==> src/rtl/blink_pkg.sv <==
// blink_pkg: definitions shared by event_blinker and its tick generator.
//  - blink_state_e : 2-bit FSM encoding (ST_IDLE / ST_ON / ST_GAP)
//  - params_valid  : range check applied to the blinker parameters at elaboration
//  - max_int       : helper used to size the phase counter
package blink_pkg;

  typedef enum logic [1:0] {
    ST_IDLE = 2'd0,
    ST_ON   = 2'd1,
    ST_GAP  = 2'd2
  } blink_state_e;

  localparam int MIN_TICK_DIV  = 2;
  localparam int MIN_ON_TICKS  = 1;
  localparam int MIN_GAP_TICKS = 1;
  localparam int MIN_PEND_W    = 1;

  function automatic bit params_valid(input int tick_div, input int on_ticks,
                                      input int gap_ticks, input int pend_w);
    return (tick_div >= MIN_TICK_DIV) && (on_ticks >= MIN_ON_TICKS) &&
           (gap_ticks >= MIN_GAP_TICKS) && (pend_w >= MIN_PEND_W);
  endfunction

  function automatic int max_int(input int a, input int b);
    return (a > b) ? a : b;
  endfunction

endpackage

==> src/rtl/tick_gen.sv <==
// tick_gen: free-running 0..TICK_DIV-1 counter with a synchronous restart.
// Ports:
//  sysclk  in  system clock (rising edge)
//  reset_n in  asynchronous active-low reset
//  restart in  forces the counter to 0 on the next edge
//  tick    out high in the last cycle of each TICK_DIV-cycle period
module tick_gen
  import blink_pkg::*;
#(
  parameter int TICK_DIV = 20
) (
  input  logic sysclk,
  input  logic reset_n,
  input  logic restart,
  output logic tick
);

  localparam int            CW       = $clog2(TICK_DIV);
  localparam logic [CW-1:0] CNT_LAST = CW'(TICK_DIV - 1);

  logic [CW-1:0] cnt_d;
  logic [CW-1:0] cnt_q;

  // Next count: restart wins, otherwise wrap at the end of the period.
  always_comb begin
    cnt_d = cnt_q;
    if (restart) begin
      cnt_d = '0;
    end else if (cnt_q == CNT_LAST) begin
      cnt_d = '0;
    end else begin
      cnt_d = cnt_q + CW'(1'b1);
    end
  end

  // Counter register.
  always_ff @(posedge sysclk or negedge reset_n) begin
    if (!reset_n) begin
      cnt_q <= '0;
    end else begin
      cnt_q <= cnt_d;
    end
  end

  assign tick = (cnt_q == CNT_LAST);

endmodule

==> src/rtl/event_blinker.sv <==
// event_blinker: turns single-cycle event pulses into visible LED blinks.
// Every accepted event produces one blink of ON_TICKS ticks lit followed by
// GAP_TICKS ticks dark; events arriving while busy are queued in a saturating
// pending counter.
// Ports:
//  sysclk   in  system clock (rising edge)
//  reset_n  in  asynchronous active-low reset
//  event_in in  single-cycle event pulse ("event" is a reserved word in SV)
//  clear    in  synchronous flush: abort blink, drop the queue
//  led      out blink output (registered)
//  busy     out high while not idle (registered)
//  pending  out queued events not yet started (registered)
//  overflow out one-cycle pulse when an event was dropped (registered)
module event_blinker
  import blink_pkg::*;
#(
  parameter int TICK_DIV  = 20,
  parameter int ON_TICKS  = 4,
  parameter int GAP_TICKS = 2,
  parameter int PEND_W    = 3
) (
  input  logic              sysclk,
  input  logic              reset_n,
  input  logic              event_in,
  input  logic              clear,
  output logic              led,
  output logic              busy,
  output logic [PEND_W-1:0] pending,
  output logic              overflow
);

  if (!params_valid(TICK_DIV, ON_TICKS, GAP_TICKS, PEND_W)) begin : g_bad_params
    $error("event_blinker: parameter out of range");
  end

  localparam int                PH_MAX   = max_int(ON_TICKS, GAP_TICKS);
  localparam int                PH_W     = $clog2(PH_MAX + 1);
  localparam logic [PH_W-1:0]   ON_LAST  = PH_W'(ON_TICKS - 1);
  localparam logic [PH_W-1:0]   GAP_LAST = PH_W'(GAP_TICKS - 1);
  localparam logic [PEND_W-1:0] PEND_MAX = {PEND_W{1'b1}};

  blink_state_e      state_d, state_q;
  logic [PH_W-1:0]   phase_d, phase_q;
  logic [PEND_W-1:0] pending_d, pending_q;
  logic              led_d, led_q;
  logic              busy_d, busy_q;
  logic              ovf_d, ovf_q;
  logic              tick;
  logic              restart;
  logic              phase_end;
  logic              start;
  logic              want;

  tick_gen #(
    .TICK_DIV(TICK_DIV)
  ) u_tick_gen (
    .sysclk (sysclk),
    .reset_n(reset_n),
    .restart(restart),
    .tick   (tick)
  );

  // Next-state, phase counter and pending-queue logic.
  always_comb begin
    state_d   = state_q;
    phase_d   = phase_q;
    pending_d = pending_q;
    ovf_d     = 1'b0;
    phase_end = 1'b0;
    start     = 1'b0;
    want      = event_in || (pending_q != '0);

    case (state_q)
      ST_IDLE: begin
        phase_d = '0;
        if (want) begin
          start   = 1'b1;
          state_d = ST_ON;
        end else begin
          state_d = ST_IDLE;
        end
      end
      ST_ON: begin
        if (tick && (phase_q == ON_LAST)) begin
          phase_end = 1'b1;
          phase_d   = '0;
          state_d   = ST_GAP;
        end else if (tick) begin
          phase_d = phase_q + PH_W'(1'b1);
        end else begin
          phase_d = phase_q;
        end
      end
      ST_GAP: begin
        if (tick && (phase_q == GAP_LAST)) begin
          phase_end = 1'b1;
          phase_d   = '0;
          // Back-to-back blink: go straight to ON without an IDLE cycle.
          if (want) begin
            start   = 1'b1;
            state_d = ST_ON;
          end else begin
            state_d = ST_IDLE;
          end
        end else if (tick) begin
          phase_d = phase_q + PH_W'(1'b1);
        end else begin
          phase_d = phase_q;
        end
      end
      default: begin
        state_d = ST_IDLE;
        phase_d = '0;
      end
    endcase

    // A blink start consumes one request: the queue head if there is one
    // (a same-cycle event then refills it), otherwise the event itself.
    if (start) begin
      if ((pending_q != '0) && !event_in) begin
        pending_d = pending_q - PEND_W'(1'b1);
      end else begin
        pending_d = pending_q;
      end
    end else if (event_in) begin
      if (pending_q != PEND_MAX) begin
        pending_d = pending_q + PEND_W'(1'b1);
      end else begin
        ovf_d = 1'b1;
      end
    end else begin
      pending_d = pending_q;
    end

    if (clear) begin
      state_d   = ST_IDLE;
      phase_d   = '0;
      pending_d = '0;
      ovf_d     = 1'b0;
    end else begin
      state_d = state_d;
    end

    // Holding the tick counter at 0 while idle makes the first ON phase exact.
    restart = clear || phase_end || (state_q == ST_IDLE);
    led_d   = (state_d == ST_ON);
    busy_d  = (state_d != ST_IDLE);
  end

  // State and output registers.
  always_ff @(posedge sysclk or negedge reset_n) begin
    if (!reset_n) begin
      state_q   <= ST_IDLE;
      phase_q   <= '0;
      pending_q <= '0;
      led_q     <= 1'b0;
      busy_q    <= 1'b0;
      ovf_q     <= 1'b0;
    end else begin
      state_q   <= state_d;
      phase_q   <= phase_d;
      pending_q <= pending_d;
      led_q     <= led_d;
      busy_q    <= busy_d;
      ovf_q     <= ovf_d;
    end
  end

  assign led      = led_q;
  assign busy     = busy_q;
  assign pending  = pending_q;
  assign overflow = ovf_q;

endmodule

==> config.mk <==
export PLATFORM = sky130hd
export DESIGN_NAME = event_blinker
export DESIGN_NICKNAME = d
export VERILOG_FILES = /design/src/rtl/blink_pkg.sv /design/src/rtl/tick_gen.sv /design/src/rtl/event_blinker.sv
export SDC_FILE = /design/constraint.sdc
export NUM_CORES = 1
export LEC_CHECK = 0
export CORE_MARGIN = 1
export CORE_UTILIZATION = 59
export DETAILED_ROUTE_END_ITERATION = 10
export PLACE_DENSITY_LB_ADDON = 0.25
export SYNTH_ARGS = -nofsm -noshare
export SYNTH_HDL_FRONTEND = slang
export SYNTH_SLANG_ARGS = --single-unit
==> constraint.sdc <==
create_clock -name sysclk -period 5.9 [get_ports sysclk]
set_clock_uncertainty 0.15 [all_clocks]
set_input_delay 1.18 -clock sysclk [delete_from_list [all_inputs] [get_ports sysclk]]
set_output_delay 1.18 -clock sysclk [all_outputs]
set_load 0.05 [all_outputs]
Word-level counts from Yosys, hierarchy flattened
Cells that the tools add are included.
Widths: inputs -> output; s select.
{ "totals": {"output_inout_bits": 6, "romBits": 0, "n_memories": 0, "in_bits": 4, "register_bits": 16, "wordCells": 59, "latchBits": 0, "ramBits": 0} }
{ "op_classes": {"magnitude_cmp": 0, "muxes": 27, "n_reduce_logical": 13, "shifts": 0, "n_mul": 0, "n_addsub": 4, "n_eq_ne": 8, "bitwise_logic": 0, "div_mod_pow": 0} }
{ "ops": {"columns": ["operator", "n"], "rows": [
  ["$mux 3", 9],
  ["$mux 5", 2],
  ["$mux 1", 9],
  ["$reduce_bool 3->1", 3],
  ["$add 3x1->3 const B", 2],
  ["$mux 2", 3],
  ["$pmux 2 s3", 1],
  ["$pmux 3 s2", 1],
  ["$add 5x1->5 const B", 1],
  ["$eq 5x5->1 const B", 1],
  ["$eq 2x1->1 const B", 2],
  ["$pmux 1 s2", 2],
  ["$eq 3x1->1 const B", 1],
  ["$eq 3x2->1 const B", 1],
  ["$logic_and 1x1->1", 3],
  ["$logic_or 1x1->1", 3],
  ["$ne 3x2->1 const B", 1],
  ["$ne 3x3->1 const B", 1],
  ["$reduce_and 3->1", 1],
  ["$sub 3x1->3 const B", 1],
  ["$eq 2x2->1 const B", 1],
  ["$logic_not 2->1", 1],
  ["$reduce_bool 2->1", 1],
  ["$logic_not 1->1", 1]
]} }

Depth between registers and ports, before layout
Gate-level depths: netlist of run 1.
{ "logic_depth": {"word_depth": 7, "depth_mapped": 10, "ltp_nobuf": 10} }

Modules after synthesis
From an unflattened synthesis of run 1, not the netlist that was laid out.
{ "hier_totals": {"hier_cells": 111, "hier_area_um2": 1047.3} }
{ "modules_own_cells": {"columns": ["mod", "area_per_inst_um2", "seq_area_each_um2", "cells_each", "n_inst"], "rows": [
  ["event_blinker", 803.3, 275.3, 89, 1],
  ["tick_gen", 244.0, 125.1, 22, 1]
]} }

Least setup slack after synthesis of run 1
Ideal clock, no wire load.
{ "synth_timing": {"kind": "input to register", "startpoint": "input port event_in", "endpoint": "register pending_q[2] (netlist: pending[2])", "stages": 8, "path_buffers": 0, "path_slack_ps": 2797, "arrival_time_ps": 2828, "t_required_ps": 5625, "setup_time_ps": 125, "cell_sequence": "nor4_1 -> nor2_1 -> mux2_2 -> ha_1 -> nor3_1 -> o21ai_0 -> mux2_4 -> mux2_4"} }
{ "synth_via": {"elab_chain_len": 6, "elab_cells_between_ends": 12, "classes_between": "eq/ne (1); mux (5); reduce/logical (6)"} }
{ "synth_rtl": {"columns": ["item", "line", "text"], "rows": [
  ["from (decl)", "event_blinker.sv:24", "input logic event_in,"],
  ["$logic_or 1x1->1", "event_blinker.sv:71", "want = event_in || (pending_q != '0);"],
  ["$mux 1", "event_blinker.sv:76, event_blinker.sv:99", null],
  ["$mux 1", "event_blinker.sv:95", "if (tick && (phase_q == GAP_LAST)) begin"],
  ["$pmux 1 s2", "event_blinker.sv:73", "case (state_q)"],
  ["$ne 3x2->1 (no line) (tied with other cells)", null, null],
  ["$reduce_and 3->1 (no line) or $mux 3 (tied branches)", null, null],
  ["to (signal assigned)", "event_blinker.sv:162", "pending_q <= pending_d;"],
  ["to (decl)", "event_blinker.sv:44", "logic [PEND_W-1:0] pending_d, pending_q;"]
]} }
Parallel ways exist; a longest one is shown, timed or not.
A chain may end at the register's enable or synchronous reset.

Worst setup path after layout of run 1
Ends and elaborated chain as after synthesis.

==> results of run 1 <==
-- cell families after synthesis --
logic type	after synthesis	share of synthesized area
compound gates	20	0.1488
buf+inv	10	0.03908
flops	16	0.4035
mux	7	0.08449
simple gates	34	0.1841
fa+ha+maj	9	0.1135
xor+xnor	3	0.02649
-- cells in the mapped netlist --
cell type,n
buf_2,1
or2_2,1
ha_1,9
buf_1,1
mux2i_1,2
nand2_1,2
nand2b_1,1
mux2_2,3
a21oi_1,3
nor4_1,2
a211oi_1,3
nor2_1,11
a22o_1,1
nor3_1,4
o21ai_0,3
and4bb_4,1
o32ai_1,1
a31o_4,1
a22oi_1,2
dfrtp_1,16
nand3b_1,2
a211o_1,1
nor2b_1,5
a21o_1,1
mux2_4,2
a21boi_0,3
and2_1,1
inv_1,8
nand3_1,4
a31oi_1,1
xnor2_1,3
-- flip-flops by register name, summed over array words and instances (netlist names) --
register	cells
u_tick_gen.cnt_q	5
pending	3
phase_q	3
state_q	2
busy	1
led	1
overflow	1
-- critical path, cell delays in order --
cell and delay [ns]:
clkdlybuf4s50_1 0.49, nor4_1 0.46, nor2_1 0.07, mux2_2 0.27
ha_1 0.19, nor3_1 0.14, o21ai_0 0.11, mux2_4 0.27
mux2_4 0.29
-- through the flow --
| step | worst slack (ns) | area [sq um] | utilization | cells | hold WS (ns) |
|---|---|---|---|---|---|
| after floorplan | 2.797 | 992.2 | - | 99 | 0.2923 |
| after global placement | 2.260 | 1094 | 0.7094 | 122 | 0.3068 |
| after detailed placement | 2.146 | 1094 | 0.7094 | 122 | 0.3256 |
| after CTS | 2.447 | 1130 | 0.7330 | 126 | 0.3374 |
| after global routing | 2.294 | 1130 | 0.7330 | 126 | 0.3650 |
| final | 2.466 | 1130 | 0.7330 | 126 | 0.3374 |
-- cell type report --
| type | instances | area share |
|---|---|---|
| clock buffers | 4 | 0.03212 |
| repair buffers | 9 | 0.07973 |
| multi-input cells | 73 | 0.4895 |
| well taps | 16 | 0.01772 |
| inverters | 8 | 0.02658 |
| flip-flops and latches | 16 | 0.3544 |
-- path summary, 6_finish.rpt --
kind	startpoint	to	depth (start not counted)
min in group asynchronous	reset_n	pending[1]$_DFFE_PN0P_	1
max	event_in	pending[2]$_DFFE_PN0P_	9
max reg2reg	u_tick_gen.cnt_q[0]$_DFF_PN0_	pending[2]$_DFFE_PN0P_	9
min	u_tick_gen.cnt_q[0]$_DFF_PN0_	u_tick_gen.cnt_q[0]$_DFF_PN0_	1
min reg2reg	u_tick_gen.cnt_q[0]$_DFF_PN0_	u_tick_gen.cnt_q[0]$_DFF_PN0_	1
max in group asynchronous	reset_n	u_tick_gen.cnt_q[2]$_DFF_PN0_	1
-- layer usage --
layer | GRT usage | share of wire | vias up
li1 | - | - | 371
met1 | 0.2779 | 0.49 | 354
met2 | 0.3636 | 0.47 | 8
met5 | 0 | 0 | -
met4 | 0.07273 | 0.016 | 0
met3 | 0.05106 | 0.022 | 4
-- power by group through the flow --
stage	Sequential [mW]	Combinational, mW	Clock, mW
finish	0.149	0.181	0.0737
global route	0.152	0.196	0.0785
CTS	0.149	0.183	0.0746
detailed placement	0.151	0.182	0
global placement	0.149	0.178	0
floorplan	0.192	0.0900	0
==> summary.md, run 1 <==
| Metric | Value |
|---|---|
| Status | `finished, final reports clean` |
| Final slew viol count | `0` |
| Leakage power | `0.4919 nW` |
| Mean area per synthesized cell | `10.02 sq um` |
| Synth area leaders | `dfrtp_1 (40%), ha_1 (11%), nor2_1 (4.2%)` |
| Setup crit end kind | `flop` |
| Comb pwr share | `0.449` |
| Antenna-violating nets left | `0` |
| P&R area growth vs syn | `13.87%` |
| Clock slew at reported path FFs | `0.09 ns` |
| Tcrit/Tclk final | `0.5821` |
| Data arrival, critical path | `3.47 ns` |
| R2R setup slack | `3.07 ns` |
| H-tree levels | `1` |
| Cells after Synth | `99` |
| Initial antenna violation count | `0` |
| Fmax | `291.2 MHz` |
| Port bufs | `9` |
| Commonest cells after routing, fill and taps aside | `dfrtp_1 (16), nor2_1 (11), ha_1 (9), clkdlybuf4s50_1 (9), inv_1 (8)` |
| Drt drc | `0` |
| YS warnings | `0` |
| Maximum vdd drop | `272.5 uV` |
| CP required | `5.93 ns` |
| Pre-antenna DRT Iters | `2` |
| Worst-Skew Late Latency | `0.29 ns` |
| CTS tree | `built` |
| Core area | `1541 sq um` |
| Root Buffer | `clkbuf_4` |
| Via count | `737` |
| Hold_buf cts | `0` |
| Relative slew slack | `0.5154` |
| Int Power | `0.2426 mW` |
| Yosys top cell area share | `0.4035` |
| Crit Path Category | `in2reg` |
| Switching Fraction | `0.3989` |
| Max clock buf depth | `2` |
| # fillers | `111` |
| Post-synthesis cell area | `992.2 sq um` |
| Die Width | `43.01 microns` |
| Vias in the first global route | `706` |
| Reg area | `400.4 sq um` |
| Clock power share | `0.183` |
| Mapped Nets | `112` |
| Pwr Total | `0.4036 mW` |
| Reg power frac | `0.368` |
| GRT overflow | `0` |
| Drt initial violations | `14` |
| Multi-input gate area | `553.0 sq um` |
| Share of cells above drive strength 1 | `0.1091` |
| Pin count of the biggest net entering global routing | `17` |
| Nets | `124` |
| Final hold vios | `0` |
| Max-cap viol count | `0` |
| Std cell rows | `14` |
| Num CTS Buffers | `3` |
| Gr usage total | `0.2183` |
| Startpoint Class | `input port` |
| Yosys top cell by area | `dfrtp_1` |
| PostCTS Resize Cnt | `0` |
| Wire length of the first global-routing pass | `3008 microns` |
| Initial Utilization | `0.6437` |
| Post-CTS Setup Bufs | `0` |
| Worst Path Max Fanout | `6` |
| Setup violations, final | `0` |
| Register bit total from synthesis | `16` |
| # diodes | `0` |
| Die height | `43.01 microns` |
| Setup TNS | `0 ns` |
| PD cells | `357.2 nW/um^2` |
| Hold Crit Class | `reg2reg` |
| Clk sinks | `16` |
| Vias per inst | `5.849` |
| RSZ-0062 raised after global routing | `no` |
| Switching Power | `0.1610 mW` |
| DP HPWL | `1274 microns` |
| Wire per inst | `13.75 microns` |
| # IOs | `10` |
| Min Tclk post-route | `3.434 ns` |
| Placer Congestion | `0.7422` |
| Commonest non-fill, non-tap cell in the layout | `dfrtp_1` |
| Slew @ Worst Pin | `0.7247 ns` |
| Die ar. | `1850 sq um` |
| Final WL | `1733 microns` |
| Distinct cells, synth | `31` |
| Post-synthesis sequential area ratio | `0.4035` |
No activity file was read; power rests on OpenSTA's default activity.
==> inputs of run 2 (changes only) <==
--- a/config.mk
+++ b/config.mk
@@ -6,7 +6,7 @@
 export NUM_CORES = 1
 export LEC_CHECK = 0
 export CORE_MARGIN = 1
-export CORE_UTILIZATION = 59
+export CORE_UTILIZATION = 55
 export DETAILED_ROUTE_END_ITERATION = 10
 export PLACE_DENSITY_LB_ADDON = 0.25
 export SYNTH_ARGS = -nofsm -noshare
==> constraint.sdc (replaced) <==
create_clock -name sysclk -period 3.55 [get_ports sysclk]
set_clock_uncertainty 0.15 [all_clocks]
set_input_delay 0.71 -clock sysclk [delete_from_list [all_inputs] [get_ports sysclk]]
set_output_delay 0.71 -clock sysclk [all_outputs]
set_load 0.05 [all_outputs]
==> summary.md, run 2 (synthesis gave the netlist of run 1 again) <==
| Metric | Value |
|---|---|
| PD cells | `594.3 nW/um^2 (was 357.2 nW/um^2)` |
| Tcrit/Tclk final | `0.8387` |
| Leakage power | `0.4919 nW (unchanged)` |
| Drt initial violations | `16 (was 14)` |
| CP startpoint | `event_in (unchanged)` |
| Relative slew slack | `0.5251 (was 0.5154)` |
| Wire per inst | `13.11 microns (was 13.75 microns)` |
| CTS tree | `built (unchanged)` |
| Slowest stage cell on the critical path | `clkdlybuf4s50_1 (unchanged)` |
| Maximum vdd drop | `450.0 uV (was 272.5 uV)` |
| DP HPWL | `1316 microns (was 1274 microns)` |
| PnR worst setup slack | `0.5724 ns (was 2.466 ns)` |
| Most frequent CP cell | `mux2_4 (unchanged)` |
| Startpoint Class | `input port (unchanged)` |
| Int Power | `0.4034 mW (was 0.2426 mW)` |
| # fillers | `130 (was 111)` |
| Placed cell count | `130 (was 122)` |
| Num CTS Buffers | `3 (unchanged)` |
| Initial Utilization | `0.6224 (was 0.6437)` |
| Final hold vios | `0 (unchanged)` |
| CP required | `3.60 ns (was 5.93 ns)` |
| Data arrival, critical path | `3.03 ns (was 3.47 ns)` |
| CP max stage delay | `0.48 ns (was 0.49 ns)` |
| Final non-filler cell total | `134 (was 126)` |
| Setup TNS | `0 ns (unchanged)` |
| H-tree levels | `1 (unchanged)` |
| Commonest cells after routing, fill and taps aside | `dfrtp_1 (16), nor2_1 (11), ha_1 (9), clkdlybuf4s50_1 (9), inv_1 (8) (unchanged)` |
| Setup violations, final | `0 (unchanged)` |
| WHS | `0.3310 ns (was 0.3374 ns)` |
| Commonest non-fill, non-tap cell in the layout | `dfrtp_1 (unchanged)` |
| Hold path cells | `1 (unchanged)` |
| Std cell rows | `14 (unchanged)` |
| Setup WS pre-CTS | `0.2691 ns (was 2.146 ns)` |
| Clock slew at reported path FFs | `0.10 ns (was 0.09 ns)` |
| Hold Crit Class | `reg2reg (unchanged)` |
| Pre-antenna DRT Iters | `4 (was 2)` |
| RR Startpoint | `u_tick_gen.cnt_q[0]$_DFF_PN0_ (unchanged)` |
| Setup crit end kind | `flop (unchanged)` |
| Max FFs per register | `5 (unchanged)` |
| Reg power frac | `0.361 (was 0.368)` |
| Crit Path Category | `in2reg (unchanged)` |
| Fin util | `0.7151 (was 0.7330)` |
| Nets | `124 (unchanged)` |
| Hold_buf cts | `0 (unchanged)` |
| Post-CTS Setup Bufs | `0 (unchanged)` |
| Max clock buf depth | `2 (unchanged)` |
| # IOs | `10 (unchanged)` |
| Worst-path cell chain | `clkdlybuf4s50_1 > nor4_1 > nor2_1 > mux2_2 > ha_1 > nor3_1 > o21ai_0 > mux2_4 > mux2_4 (unchanged)` |
| Reg2Reg Depth | `9 (unchanged)` |
| R2R setup slack | `0.69 ns (was 3.07 ns)` |
| # diodes | `0 (unchanged)` |
| Pin count of the biggest net entering global routing | `17 (unchanged)` |
| Largest Register | `u_tick_gen.cnt_q (unchanged)` |
| Die height | `44.48 microns (was 43.01 microns)` |
| Final WL | `1757 microns (was 1733 microns)` |
| Min-Delay Endpoint | `u_tick_gen.cnt_q[0]$_DFF_PN0_ (unchanged)` |
| Vias in the first global route | `771 (was 706)` |
| Reg-to-reg endpoint | `pending[2]$_DFFE_PN0P_ (unchanged)` |
| Die ar. | `1978 sq um (was 1850 sq um)` |
| Drt drc | `0 (unchanged)` |
| Gr usage total | `0.2302 (was 0.2183)` |
| GRT overflow | `0 (unchanged)` |
| Clk sinks | `16 (unchanged)` |
| Worst-Skew Late Latency | `0.30 ns (was 0.29 ns)` |
| PostCTS Resize Cnt | `0 (unchanged)` |
| Worst Path Max Fanout | `6 (unchanged)` |
| P&R area growth vs syn | `14.88% (was 13.87%)` |
| Switching Power | `0.2739 mW (was 0.1610 mW)` |
| Via count | `750 (was 737)` |
| RSZ-0062 raised after global routing | `no (unchanged)` |
| Min Tclk post-route | `2.978 ns` |
| Delay-heaviest family, CP | `multiplexers (unchanged)` |
| Slew @ Worst Pin | `0.7101 ns (was 0.7247 ns)` |
| Port bufs | `9 (unchanged)` |
| Placer Congestion | `0.8275 (was 0.7422)` |
| Final slew viol count | `0 (unchanged)` |
| Clock power share | `0.188 (was 0.183)` |
| Die Width | `44.48 microns (was 43.01 microns)` |
| Max-cap viol count | `0 (unchanged)` |
| Fmax | `335.8 MHz` |
| Switching Fraction | `0.4044 (was 0.3989)` |
| Vias per inst | `5.597 (was 5.849)` |
| Core area | `1594 sq um (was 1541 sq um)` |
| HP Start | `u_tick_gen.cnt_q[0]$_DFF_PN0_ (unchanged)` |
| Initial antenna violation count | `0 (unchanged)` |
| Share of cells above drive strength 1 | `0.1091 (unchanged)` |
| Root Buffer | `clkbuf_4 (unchanged)` |
| Comb pwr share | `0.451 (was 0.449)` |
| Wire length of the first global-routing pass | `3236 microns (was 3008 microns)` |
| Antenna-violating nets left | `0 (unchanged)` |
| WP buf/inv | `1 (unchanged)` |
| Status | `finished, final reports clean (unchanged)` |
[run 2: cell counts in the layout (fill, tap and decap cells not counted)]
No cell type changed its count.
[run 2: per-layer routing]
metal,GRT usage,share of wire
met1,0.2861,0.44
met2,0.3765,0.52
met3,0.03673,0.018
met4,0.1333,0.021
met5,0,0
[run 2: through the flow]
step	power, mW	area [sq um]
after floorplan	0.4687	992.2
after global placement	0.5445	1104
after detailed placement	0.5538	1104
after CTS	0.6799	1140
after global routing	0.7217	1140
final	0.6774	1140
[run 2: worst max-delay path by stage]
stage | endpoint | slack, ns | cells past startpoint
after global placement | pending[2]$_DFFE_PN0P_ | 0.37 | 9
after detailed placement | pending[2]$_DFFE_PN0P_ | 0.27 | 9
after floorplan | pending[2]$_DFFE_PN0P_ | 0.92 | 8
final | pending[2]$_DFFE_PN0P_ | 0.57 | 9
after CTS | pending[2]$_DFFE_PN0P_ | 0.60 | 9
after global routing | pending[2]$_DFFE_PN0P_ | 0.44 | 9
[run 2: final cells by class]
class / instances / area, sq um / share of cell area
Timing Repair Buffer: 9 / 90.09 / 0.07903
Tap cell: 24 / 30.03 / 0.02634
Inverter: 8 / 30.03 / 0.02634
Clock buffer: 4 / 36.28 / 0.03183
Sequential cell: 16 / 400.4 / 0.3513
Multi-Input combinational cell: 73 / 553.0 / 0.4852
[run 2: worst reg2reg max path, stage by stage, from the launching register on]
cell and delay [ns]:
dfrtp_1 0.38, ha_1 0.24, and4bb_4 0.37, a31o_4 0.23
mux2_2 0.34, ha_1 0.20, nor3_1 0.13, o21ai_0 0.14
mux2_4 0.29, mux2_4 0.29
[run 2: power groups by stage]
stage,registers [mW],logic [mW],clock network [mW]
2_1_floorplan,0.319,0.149,0
3_3_place_gp,0.247,0.298,0
3_5_place_dp,0.248,0.305,0
4_1_cts,0.245,0.307,0.128
5_1_grt,0.251,0.335,0.136
6_report,0.245,0.306,0.127
